==> config.mk <==
export PLATFORM = sky130hd
export DESIGN_NAME = adc_capture_ctrl
export DESIGN_NICKNAME = d
export VERILOG_FILES = /design/src/rtl/adc_capture_pkg.sv /design/src/rtl/sync_fifo.sv /design/src/rtl/adc_capture_ctrl.sv
export SDC_FILE = /design/constraint.sdc
export NUM_CORES = 1
export LEC_CHECK = 0
export BUFFER_PORTS_ARGS = -buffer_cell sky130_fd_sc_hd__buf_2
export CAP_MARGIN = 20
export CORE_UTILIZATION = 25
export CTS_BUF_LIST = sky130_fd_sc_hd__clkbuf_4
export DETAILED_ROUTE_END_ITERATION = 10
export GPL_ROUTABILITY_DRIVEN = 0
export GPL_TIMING_DRIVEN = 0
export SLEW_MARGIN = 10
export SYNTH_ARGS = -nofsm -noshare
export SYNTH_HDL_FRONTEND = slang
export SYNTH_SLANG_ARGS = --single-unit
export TNS_END_PERCENT = 100
==> constraint.sdc <==
create_clock -name mclk -period 3.9 [get_ports mclk]
set_clock_uncertainty 0.15 [all_clocks]
set_input_delay 0.78 -clock mclk [delete_from_list [all_inputs] [get_ports mclk]]
set_output_delay 0.78 -clock mclk [all_outputs]
set_load 0.02 [all_outputs]
==> src/rtl/adc_capture_pkg.sv <==
// Shared definitions for the multi-channel serial ADC capture engine.
package adc_capture_pkg;

    // Frame sequencer states
    typedef enum logic [1:0] {
        StIdle,
        StSetup,
        StShift,
        StStore
    } state_t;

    localparam int unsigned DefNumCh     = 2;
    localparam int unsigned DefDataW     = 12;
    localparam int unsigned DefFrameBits = 16;
    localparam int unsigned DefClkDiv    = 4;
    localparam int unsigned DefSampleDiv = 1000;
    localparam int unsigned DefFifoDepth = 16;

    // Width of an occupancy counter able to hold 0..depth inclusive
    function automatic int unsigned count_w(input int unsigned depth);
        return $clog2(depth) + 1;
    endfunction

endpackage

==> src/rtl/sync_fifo.sv <==
// Single-clock FIFO with registered read port and a one-cycle read-valid strobe.
// A write into a full FIFO is accepted only when a read frees a slot in the same cycle;
// a read on an empty FIFO is ignored even if a write lands that cycle (no fall-through).
module sync_fifo
    import adc_capture_pkg::*;
#(
    parameter int unsigned WIDTH = 24,
    parameter int unsigned DEPTH = DefFifoDepth
) (
    input  logic                      i_clk,
    input  logic                      i_rst,
    input  logic                      i_wr_en,
    input  logic [WIDTH-1:0]          i_wr_data,
    input  logic                      i_rd_en,
    output logic [WIDTH-1:0]          o_rd_data,
    output logic                      o_rd_valid,
    output logic [count_w(DEPTH)-1:0] o_count,
    output logic                      o_full,
    output logic                      o_empty
);

    localparam int unsigned AW = $clog2(DEPTH);
    localparam int unsigned CW = count_w(DEPTH);

    logic [WIDTH-1:0] r_mem [DEPTH];
    logic [AW-1:0]    r_wr_ptr;
    logic [AW-1:0]    r_rd_ptr;
    logic [CW-1:0]    r_count;
    logic [WIDTH-1:0] r_rd_data;
    logic             r_rd_valid;
    logic             w_do_rd;
    logic             w_do_wr;

    assign o_full  = (r_count == CW'(DEPTH));
    assign o_empty = (r_count == '0);
    assign w_do_rd = i_rd_en & ~o_empty;
    assign w_do_wr = i_wr_en & (~o_full | w_do_rd);

    // Storage array, no reset needed
    always_ff @(posedge i_clk) begin
        if (w_do_wr) begin
            r_mem[r_wr_ptr] <= i_wr_data;
        end
    end

    // Pointers, occupancy and read port; pointers wrap naturally (DEPTH is a power of 2)
    always_ff @(posedge i_clk) begin
        if (i_rst) begin
            r_wr_ptr   <= '0;
            r_rd_ptr   <= '0;
            r_count    <= '0;
            r_rd_data  <= '0;
            r_rd_valid <= 1'b0;
        end else begin
            r_rd_valid <= w_do_rd;
            if (w_do_wr) begin
                r_wr_ptr <= r_wr_ptr + 1'b1;
            end
            if (w_do_rd) begin
                r_rd_data <= r_mem[r_rd_ptr];
                r_rd_ptr  <= r_rd_ptr + 1'b1;
            end
            if (w_do_wr && !w_do_rd) begin
                r_count <= r_count + 1'b1;
            end else if (!w_do_wr && w_do_rd) begin
                r_count <= r_count - 1'b1;
            end
        end
    end

    assign o_rd_data  = r_rd_data;
    assign o_rd_valid = r_rd_valid;
    assign o_count    = r_count;

endmodule

==> src/rtl/adc_capture_ctrl.sv <==
// Multi-channel serial ADC capture: generates a shared CS_n/SCLK frame at a fixed sample
// rate, deserialises NUM_CH data lines MSB first and queues channel-packed words in a FIFO.
module adc_capture_ctrl
    import adc_capture_pkg::*;
#(
    parameter int unsigned NUM_CH     = DefNumCh,
    parameter int unsigned DATA_W     = DefDataW,
    parameter int unsigned FRAME_BITS = DefFrameBits,
    parameter int unsigned CLK_DIV    = DefClkDiv,
    parameter int unsigned SAMPLE_DIV = DefSampleDiv,
    parameter int unsigned FIFO_DEPTH = DefFifoDepth
) (
    input  logic                         mclk,
    input  logic                         rst,
    input  logic                         enable,
    output logic                         adc_cs_n,
    output logic                         adc_sclk,
    input  logic [NUM_CH-1:0]            adc_sdata,
    input  logic                         rd_en,
    output logic [NUM_CH*DATA_W-1:0]     rd_data,
    output logic                         rd_valid,
    output logic [$clog2(FIFO_DEPTH):0]  fifo_count,
    output logic                         overflow,
    input  logic                         clr_ovf
);

    localparam int unsigned DIV_W  = $clog2(CLK_DIV);
    localparam int unsigned BIT_W  = $clog2(FRAME_BITS + 1);
    localparam int unsigned RATE_W = $clog2(SAMPLE_DIV);
    localparam int unsigned WORD_W = NUM_CH * DATA_W;

    state_t                         r_state;
    state_t                         w_state_d;
    logic [RATE_W-1:0]              r_rate_cnt;
    logic [DIV_W-1:0]               r_div;
    logic [DIV_W-1:0]               w_div_d;
    logic [BIT_W-1:0]               r_bit;
    logic [BIT_W-1:0]               w_bit_d;
    logic                           r_cs_n;
    logic                           w_cs_n_d;
    logic                           r_sclk;
    logic                           w_sclk_d;
    logic                           w_sample;
    logic                           w_wr_en;
    logic                           w_div_end;
    // Only the newest DATA_W bits of each frame survive the shift
    logic [NUM_CH-1:0][DATA_W-1:0]  r_shift;
    logic [WORD_W-1:0]              w_wr_data;
    logic                           w_fifo_full;
    logic                           w_fifo_empty;
    logic                           w_drop;
    logic                           r_overflow;

    assign w_div_end = (r_div == DIV_W'(CLK_DIV - 1));
    assign w_wr_data = r_shift;

    // Sample-rate counter: free-runs while enabled, parked at 0 otherwise
    always_ff @(posedge mclk) begin
        if (rst || !enable) begin
            r_rate_cnt <= '0;
        end else if (r_rate_cnt == RATE_W'(SAMPLE_DIV - 1)) begin
            r_rate_cnt <= '0;
        end else begin
            r_rate_cnt <= r_rate_cnt + 1'b1;
        end
    end

    // FSM state register
    always_ff @(posedge mclk) begin
        if (rst) begin
            r_state <= StIdle;
        end else begin
            r_state <= w_state_d;
        end
    end

    // Next-state and frame-timing decode
    always_comb begin
        w_state_d = r_state;
        w_cs_n_d  = r_cs_n;
        w_sclk_d  = r_sclk;
        w_div_d   = r_div;
        w_bit_d   = r_bit;
        w_sample  = 1'b0;
        w_wr_en   = 1'b0;
        unique case (r_state)
            StIdle: begin
                if (enable && (r_rate_cnt == '0)) begin
                    w_state_d = StSetup;
                    w_cs_n_d  = 1'b0;
                    w_sclk_d  = 1'b1;
                    w_div_d   = '0;
                    w_bit_d   = '0;
                end
            end
            StSetup: begin
                if (w_div_end) begin
                    w_state_d = StShift;
                    w_sclk_d  = 1'b0;
                    w_div_d   = '0;
                end else begin
                    w_div_d = r_div + 1'b1;
                end
            end
            StShift: begin
                if (w_div_end) begin
                    w_div_d = '0;
                    if (!r_sclk) begin
                        w_sclk_d = 1'b1;
                        w_sample = 1'b1;
                        w_bit_d  = r_bit + 1'b1;
                    end else if (r_bit == BIT_W'(FRAME_BITS)) begin
                        // Last high half-period done; sclk stays high into STORE
                        w_state_d = StStore;
                    end else begin
                        w_sclk_d = 1'b0;
                    end
                end else begin
                    w_div_d = r_div + 1'b1;
                end
            end
            StStore: begin
                w_wr_en   = 1'b1;
                w_cs_n_d  = 1'b1;
                w_state_d = StIdle;
            end
            default: w_state_d = StIdle;
        endcase
    end

    // Serial interface registers and per-channel shift registers
    always_ff @(posedge mclk) begin
        if (rst) begin
            r_cs_n  <= 1'b1;
            r_sclk  <= 1'b1;
            r_div   <= '0;
            r_bit   <= '0;
            r_shift <= '0;
        end else begin
            r_cs_n <= w_cs_n_d;
            r_sclk <= w_sclk_d;
            r_div  <= w_div_d;
            r_bit  <= w_bit_d;
            if (w_sample) begin
                for (int c = 0; c < NUM_CH; c++) begin
                    r_shift[c] <= {r_shift[c][DATA_W-2:0], adc_sdata[c]};
                end
            end
        end
    end

    // A store is dropped only if the FIFO is full and no pop frees a slot this cycle
    assign w_drop = w_wr_en & w_fifo_full & ~(rd_en & ~w_fifo_empty);

    // Sticky overflow flag; a new drop beats a same-cycle clear
    always_ff @(posedge mclk) begin
        if (rst) begin
            r_overflow <= 1'b0;
        end else if (w_drop) begin
            r_overflow <= 1'b1;
        end else if (clr_ovf) begin
            r_overflow <= 1'b0;
        end
    end

    sync_fifo #(
        .WIDTH (WORD_W),
        .DEPTH (FIFO_DEPTH)
    ) u_fifo (
        .i_clk      (mclk),
        .i_rst      (rst),
        .i_wr_en    (w_wr_en),
        .i_wr_data  (w_wr_data),
        .i_rd_en    (rd_en),
        .o_rd_data  (rd_data),
        .o_rd_valid (rd_valid),
        .o_count    (fifo_count),
        .o_full     (w_fifo_full),
        .o_empty    (w_fifo_empty)
    );

    assign adc_cs_n = r_cs_n;
    assign adc_sclk = r_sclk;
    assign overflow = r_overflow;

endmodule
Word-level counts from Yosys, hierarchy flattened
Memory sizes are Yosys's and may differ from the RTL's. A register that Yosys moved wholly into a read port is not among the register bits.
Index checks and enable logic that the tools add are counted.
{ "op_classes": {"n_mux": 31, "n_bitwise": 8, "reduce_logical": 23, "n_addsub": 7, "n_eq_ne": 13} }
{ "ops": {"columns": ["operator", "count"], "rows": [
  ["2-to-1 mux 5 bit", 5],
  ["2-to-1 mux 1 bit", 14],
  ["2-to-1 mux 2 bit", 7],
  ["inequality test 2 bit (second input constant)", 6],
  ["adder 10 x 1 -> 10 bit (second input constant)", 1],
  ["adder 5 x 1 -> 5 bit (second input constant)", 2],
  ["equality test 10 bit (second input constant)", 1],
  ["equality test 5 bit (second input constant)", 2],
  ["logical NOT 10 bit", 1],
  ["one-hot mux 5 bit (2 select lines)", 1],
  ["nonzero test 2 bit", 5],
  ["adder 4 x 1 -> 4 bit (second input constant)", 2],
  ["one-hot mux 2 bit (4 select lines)", 1],
  ["AND reduction 4 bit", 2],
  ["equality test 2 bit (second input constant)", 3],
  ["logical NOT 5 bit", 1],
  ["AND reduction 5 bit", 1],
  ["subtractor 5 x 1 -> 5 bit (second input constant)", 1],
  ["AND 1 bit", 4],
  ["one-hot mux 2 bit (2 select lines)", 1],
  ["AND reduction 2 bit", 2],
  ["OR reduction 2 bit", 2],
  ["logical AND 1 bit", 3],
  ["logical NOT 1 bit", 3],
  ["9 further kinds", 11]
]} }
{ "totals": {"inputBits": 7, "ff_bits": 60, "memories": 1, "ram_bits": 384, "word_cells": 96, "output_inout_bits": 33} }
{ "memory_table": {"columns": ["name", "depth", "word_bits", "read_ports", "rd_ports_with_merged_regs", "wr", "line_no", "source"], "rows": [
  ["u_fifo.r_mem", 16, 24, 1, 1, 1, "sync_fifo.sv:25", "logic [WIDTH-1:0] r_mem [DEPTH];"]
]} }

Longest topological paths before layout
{ "logic_depth": {"ltp_word": 9, "ltp_mapped": 11, "ltp_nobuf": 11} }

Modules after synthesis
A second synthesis with hierarchy kept.
{ "hier_totals": {"hier_cells": 986, "hier_area_um2": 18127.4} }
{ "by_module_without_submodules": {"columns": ["module", "seq_area_each_um2", "instances", "area_per_inst_um2", "cells_each"], "rows": [
  ["sync_fifo", 12291.8, 1, 16138.0, 746],
  ["adc_capture_ctrl", 920.9, 1, 1989.4, 240]
]} }

Worst setup path after synthesis
No wires, ideal clock.
{ "synth_path": {"path_kind": "in2reg", "startpoint": "in rd_en", "endpoint": "mem u_fifo.r_mem[3][0], enable pin", "cell_stages": 4, "setup_ns": 0.435, "arrival_time_ns": 3.012, "required_ns": 3.315, "setup_slack_ns": 0.302, "n_path_buf": 1, "cell_sequence": "o31a_1 clkbuf_1 nand2_1 nor3_1"} }
{ "synth_between": {"elab_chain_cells": 5} }
{ "synth_rtl": {"columns": ["element", "line_no", "source"], "rows": [
  ["start, declared", "adc_capture_ctrl.sv:19", "input logic rd_en,"],
  ["AND 1 bit", "sync_fifo.sv:36", "assign w_do_rd = i_rd_en & ~o_empty;"],
  ["OR 1 bit", "sync_fifo.sv:37", "assign w_do_wr = i_wr_en & (~o_full | w_do_rd);"],
  ["AND 1 bit", "sync_fifo.sv:37", null],
  ["net u_fifo.w_do_wr", "sync_fifo.sv:32", "logic w_do_wr;"],
  ["2-to-1 mux 1 bit", "sync_fifo.sv:41", "if (w_do_wr) begin"],
  ["2-to-1 mux 1 bit (not written as such)", "sync_fifo.sv:42", "r_mem[r_wr_ptr] <= i_wr_data;"],
  ["end, declared", "sync_fifo.sv:25", null]
]} }
The timed path passes the listed nets, and every way through them passes these cells.

Worst setup path in the final report
{ "layout_path": {"startpoint": "reg u_fifo.r_count[0], in the netlist u_fifo.o_count[0]", "endpoint": "reg u_fifo.r_count[4], in the netlist u_fifo.o_count[4]"} }
{ "layout_between": {"elab_chain_cells": 8} }
{ "layout_rtl": {"columns": ["element", "line_no", "source"], "rows": [
  ["start, declared", "sync_fifo.sv:28", "logic [CW-1:0] r_count;"],
  ["start signal, assigned", "sync_fifo.sv:64", "r_count <= r_count + 1'b1;"],
  ["start signal, assigned", "sync_fifo.sv:66", "r_count <= r_count - 1'b1;"],
  ["logical NOT 5 bit", "sync_fifo.sv:35", "assign o_empty = (r_count == '0);"],
  ["NOT 1 bit", "sync_fifo.sv:36", null],
  ["AND 1 bit", "sync_fifo.sv:36", null],
  ["OR 1 bit (*)", "sync_fifo.sv:37", null],
  ["AND 1 bit (*)", "sync_fifo.sv:37", null],
  ["net u_fifo.w_do_wr", "sync_fifo.sv:32", null],
  ["logical NOT 1 bit", "sync_fifo.sv:65", "end else if (!w_do_wr && w_do_rd) begin"],
  ["logical AND 1 bit", "sync_fifo.sv:65", null],
  ["nonzero test 2 bit (no line)", null, null]
]} }
Mark *: on every way through the listed nets, which the timed path passes. The rest lies on a longest branch. The select of a mux whose other input is x is not followed.
A chain may end at the register's enable or synchronous reset.

==> results_dict.tcl <==
set metrics [dict create \
    synth_top_area_cell "sky130_fd_sc_hd__edfxtp_1" \
    critical_path.most_common_cell "sky130_fd_sc_hd__ha_1" \
    die_w_um 270 \
    rows 97 \
    path_clk_slew_ps 70 \
    wire_per_inst_um 18.3 \
    yosysUniqueCellTypes 50 \
    ios 40 \
    post_detailed_route_via_to_cell_ratio 4.36 \
    wirelength_um 40300 \
    clock_latency_ps 820 \
    clock_root_buffer_master "sky130_fd_sc_hd__clkbuf_4" \
    post-dp-hpwl_um 26300 \
    max_cap_violations 0 \
    synth.yosys.seq_area_share_pct 73.4 \
    route.detailed.drc 0 \
    max_stage_delay_ps 590 \
    final_layout_size_suffix_gt1_share_pct 33.3 \
    gr-total-overflow 0 \
    worst_ep_arrival_time_ps 3880 \
    cts_resized 0 \
    rsz0062_at_grt "false" \
    grt_antenna_before_repair 1 \
    ctsHtreeMaxLevel 3 \
    startpoint_type "flop" \
    setup_slack_ps 543 \
    cts.sink_count 468 \
    hold_class "in2reg" \
    drtPass1Iterations 5 \
    fin_crit_ps 3360 \
    grt.total_usage_pct 11.2 \
    synthesis.instances 980 \
    holdPathStages 3 \
    mappedNetlistNets 1007 \
    synth.top_cells.by_area "sky130_fd_sc_hd__edfxtp_1 (64%), sky130_fd_sc_hd__mux4_2 (12%), sky130_fd_sc_hd__dfxtp_1 (9.3%), sky130_fd_sc_hd__mux2_2 (1.6%), sky130_fd_sc_hd__mux2i_1 (1.5%)" \
    core-area_um2 70600 \
    mappedNetlistArea_um2 18000 \
    final_cells 2197 \
    drt_iter0_drc 736 \
    max-slew-margin-rel_pct 30.6 \
    power_per_cell_area_nw_per_um2 562 \
    ys_async_sr_fraction_pct 0 \
    final_max_slew_viol_count 0 \
    reg2regPathDepth 10 \
    critPathMaxFanout 9 \
    grt_start_max_net_pins 19 \
    finalSetupViolations 0 \
    floorplan.initialDensity_pct 25.5 \
    die_h_um 270 \
    cellLeakagePower_nw 6.95 \
    synth_top_area_share_pct 64.1 \
    worst_ep_required_time_ps 4420 \
    pre_cts_slack_ps 541 \
    num-fill-cells 6977 \
    grt_pass1_vias 10000 \
    vias 9574 \
    ctsHoldBuffers 0 \
    synth-seq-cells 468 \
    final_area_um2 21400 \
    worstPathCellList "or4_1, o31a_1, clkbuf_1, ha_1, inv_1, ha_1, a21o_1, a21oi_1, mux2i_1, mux2_2" \
    placedCellCount 1983 \
    tritoncts.num_buffers 113 \
    family_with_the_most_delay_on_the_worst_path "compound AO/OA/AOI/OAI gates" \
    critical_path_cell_count 10 \
    critical_path_buf_inv_count 2 \
    first_pass_grt_wire_length_um 61000 \
    ys.warnings.count 0 \
    crit_slowest_cell "sky130_fd_sc_hd__or4_1" \
    synthMostInstantiatedCell "sky130_fd_sc_hd__edfxtp_1" \
    area_delta_synth_final_pct 19.1 \
    dominantRegCellSynth "sky130_fd_sc_hd__edfxtp_1" \
    worst_pin_slew_ps 1040 \
    total_die_area_um2 73000 \
    post_route_fraction_of_the_period_consumed_by_the_critical_path_pct 86.1 \
    max_freq_mhz 298 \
    status "completed" \
    utilization_pct 30.3 \
    remaining_antenna_violation_count_after_routing 0 \
    dpl_cell_area_um2 19900 \
    fin_setup_tns_ps 0 \
    synth_area_per_cell_um2 18.4 \
    setup.worst_path.class "reg2reg" \
    synth.cells.most_frequent "sky130_fd_sc_hd__edfxtp_1 (384), sky130_fd_sc_hd__mux4_2 (96), sky130_fd_sc_hd__dfxtp_1 (84), sky130_fd_sc_hd__nand2_1 (62), sky130_fd_sc_hd__nor2_1 (51)" \
    nets 1185 \
    count_of_flip_flops_with_a_built_in_enable_after_synthesis 384 \
    post_cts_buffers 0 \
    cts_tree "yes" \
    port_buffers 38 \
    final-hold-violation-count 0 \
    clockBufferDepth 3 \
    end_kind "flop" \
    power.ir.vdd_worst_mv 0.218 \
]
[registers in the layout (all words and copies together), names as in the netlist, 4 cells and up]
| register | flops |
|---|---|
| r_bit | 5 |
| r_rate_cnt | 10 |
| r_shift | 24 |
| u_fifo.o_count | 5 |
| u_fifo.o_rd_data | 24 |
| u_fifo.r_mem | 384 |
| u_fifo.r_rd_ptr | 4 |
| u_fifo.r_wr_ptr | 4 |
[where the power goes]
| group | switching [mW] | total [mW] | internal [mW] |
|---|---|---|---|
| clock network | 1.92 | 4.09 | 2.17 |
| registers | 0.0895 | 5.57 | 5.48 |
| logic | 1.29 | 2.39 | 1.10 |
[worst paths after layout]
kind	from	endpoint	slack, ps
min reg2reg	u_fifo.o_rd_data[14]$_SDFFE_PP0N_	u_fifo.o_rd_data[14]$_SDFFE_PP0N_	330
max	u_fifo.o_count[0]$_SDFFE_PP0P_	u_fifo.o_count[4]$_SDFFE_PP0P_	540
min	adc_sdata[0]	r_shift[0]$_SDFFE_PP0P_	120
max reg2reg	u_fifo.o_count[0]$_SDFFE_PP0P_	u_fifo.o_count[4]$_SDFFE_PP0P_	540
[metrics by stage]
stage / total power, mW / hold WS [ps]
6_report: 12.0 / 121
5_1_grt: 12.7 / 70.2
4_1_cts: 12.2 / 42.6
3_5_place_dp: 8.12 / 322
3_3_place_gp: 8.08 / 309
2_1_floorplan: 7.43 / 291
[worst register-to-register path, stage by stage, from the launching register on]
cell,delay [ps]
sky130_fd_sc_hd__dfxtp_1,350
sky130_fd_sc_hd__or4_1,590
sky130_fd_sc_hd__o31a_1,260
sky130_fd_sc_hd__clkbuf_1,230
sky130_fd_sc_hd__ha_1,300
sky130_fd_sc_hd__inv_1,150
sky130_fd_sc_hd__ha_1,270
sky130_fd_sc_hd__a21o_1,180
sky130_fd_sc_hd__a21oi_1,180
sky130_fd_sc_hd__mux2i_1,230
sky130_fd_sc_hd__mux2_2,350
[cell families after synthesis]
logic type / share of synthesized area (%)
compound gates: 3.63
xor+xnor: 0.828
mux: 15.1
simple gates: 3.94
buf+inv: 1.65
flops: 73.4
fa+ha+maj: 1.43
[area by class of cell]
type | instances | area, µm² | share of cell area (%)
sequential | 468 | 13200 | 61.7
multi-input combinational | 442 | 4590 | 21.4
clock buffer | 181 | 1360 | 6.34
tap | 940 | 1180 | 5.49
timing repair buffer | 63 | 626 | 2.92
buffer | 51 | 225 | 1.05
clock inverter | 32 | 164 | 0.765
inverter | 19 | 71.3 | 0.333
antenna | 1 | 2.50 | 0.0117
[cell usage in the layout (no fill, tap or decap), drive strengths merged, types with 2 or more instances in the layout]
cell	synthesis	final
o32ai	3	3
clkinvlp	0	2
inv	19	19
a22oi	25	25
and3	3	3
a32oi	2	2
nand2b	5	5
buf	24	87
dfxtp	84	84
nor2	52	52
mux2	25	25
nand4bb	2	2
mux2i	27	27
xor2	13	13
nand2	62	62
nor3	6	6
xnor2	4	4
clkinv	0	29
nand4	4	4
clkbuf	27	208
ha	19	19
mux4	96	96
a21oi	35	35
nor2b	3	3
or4	2	2
edfxtp	384	384
nand3	11	11
o21ai	30	30
[metal layers]
layer  share of wire, %  GRT usage [%]  vias up
met3                6.5           2.92       75
met2                 50           18.8      312
met4                2.5           4.49        0
li1                   -              -     4319
met1                 41           13.6     4868
met5                  0              0        -
(Power assumes the default switching activity.)
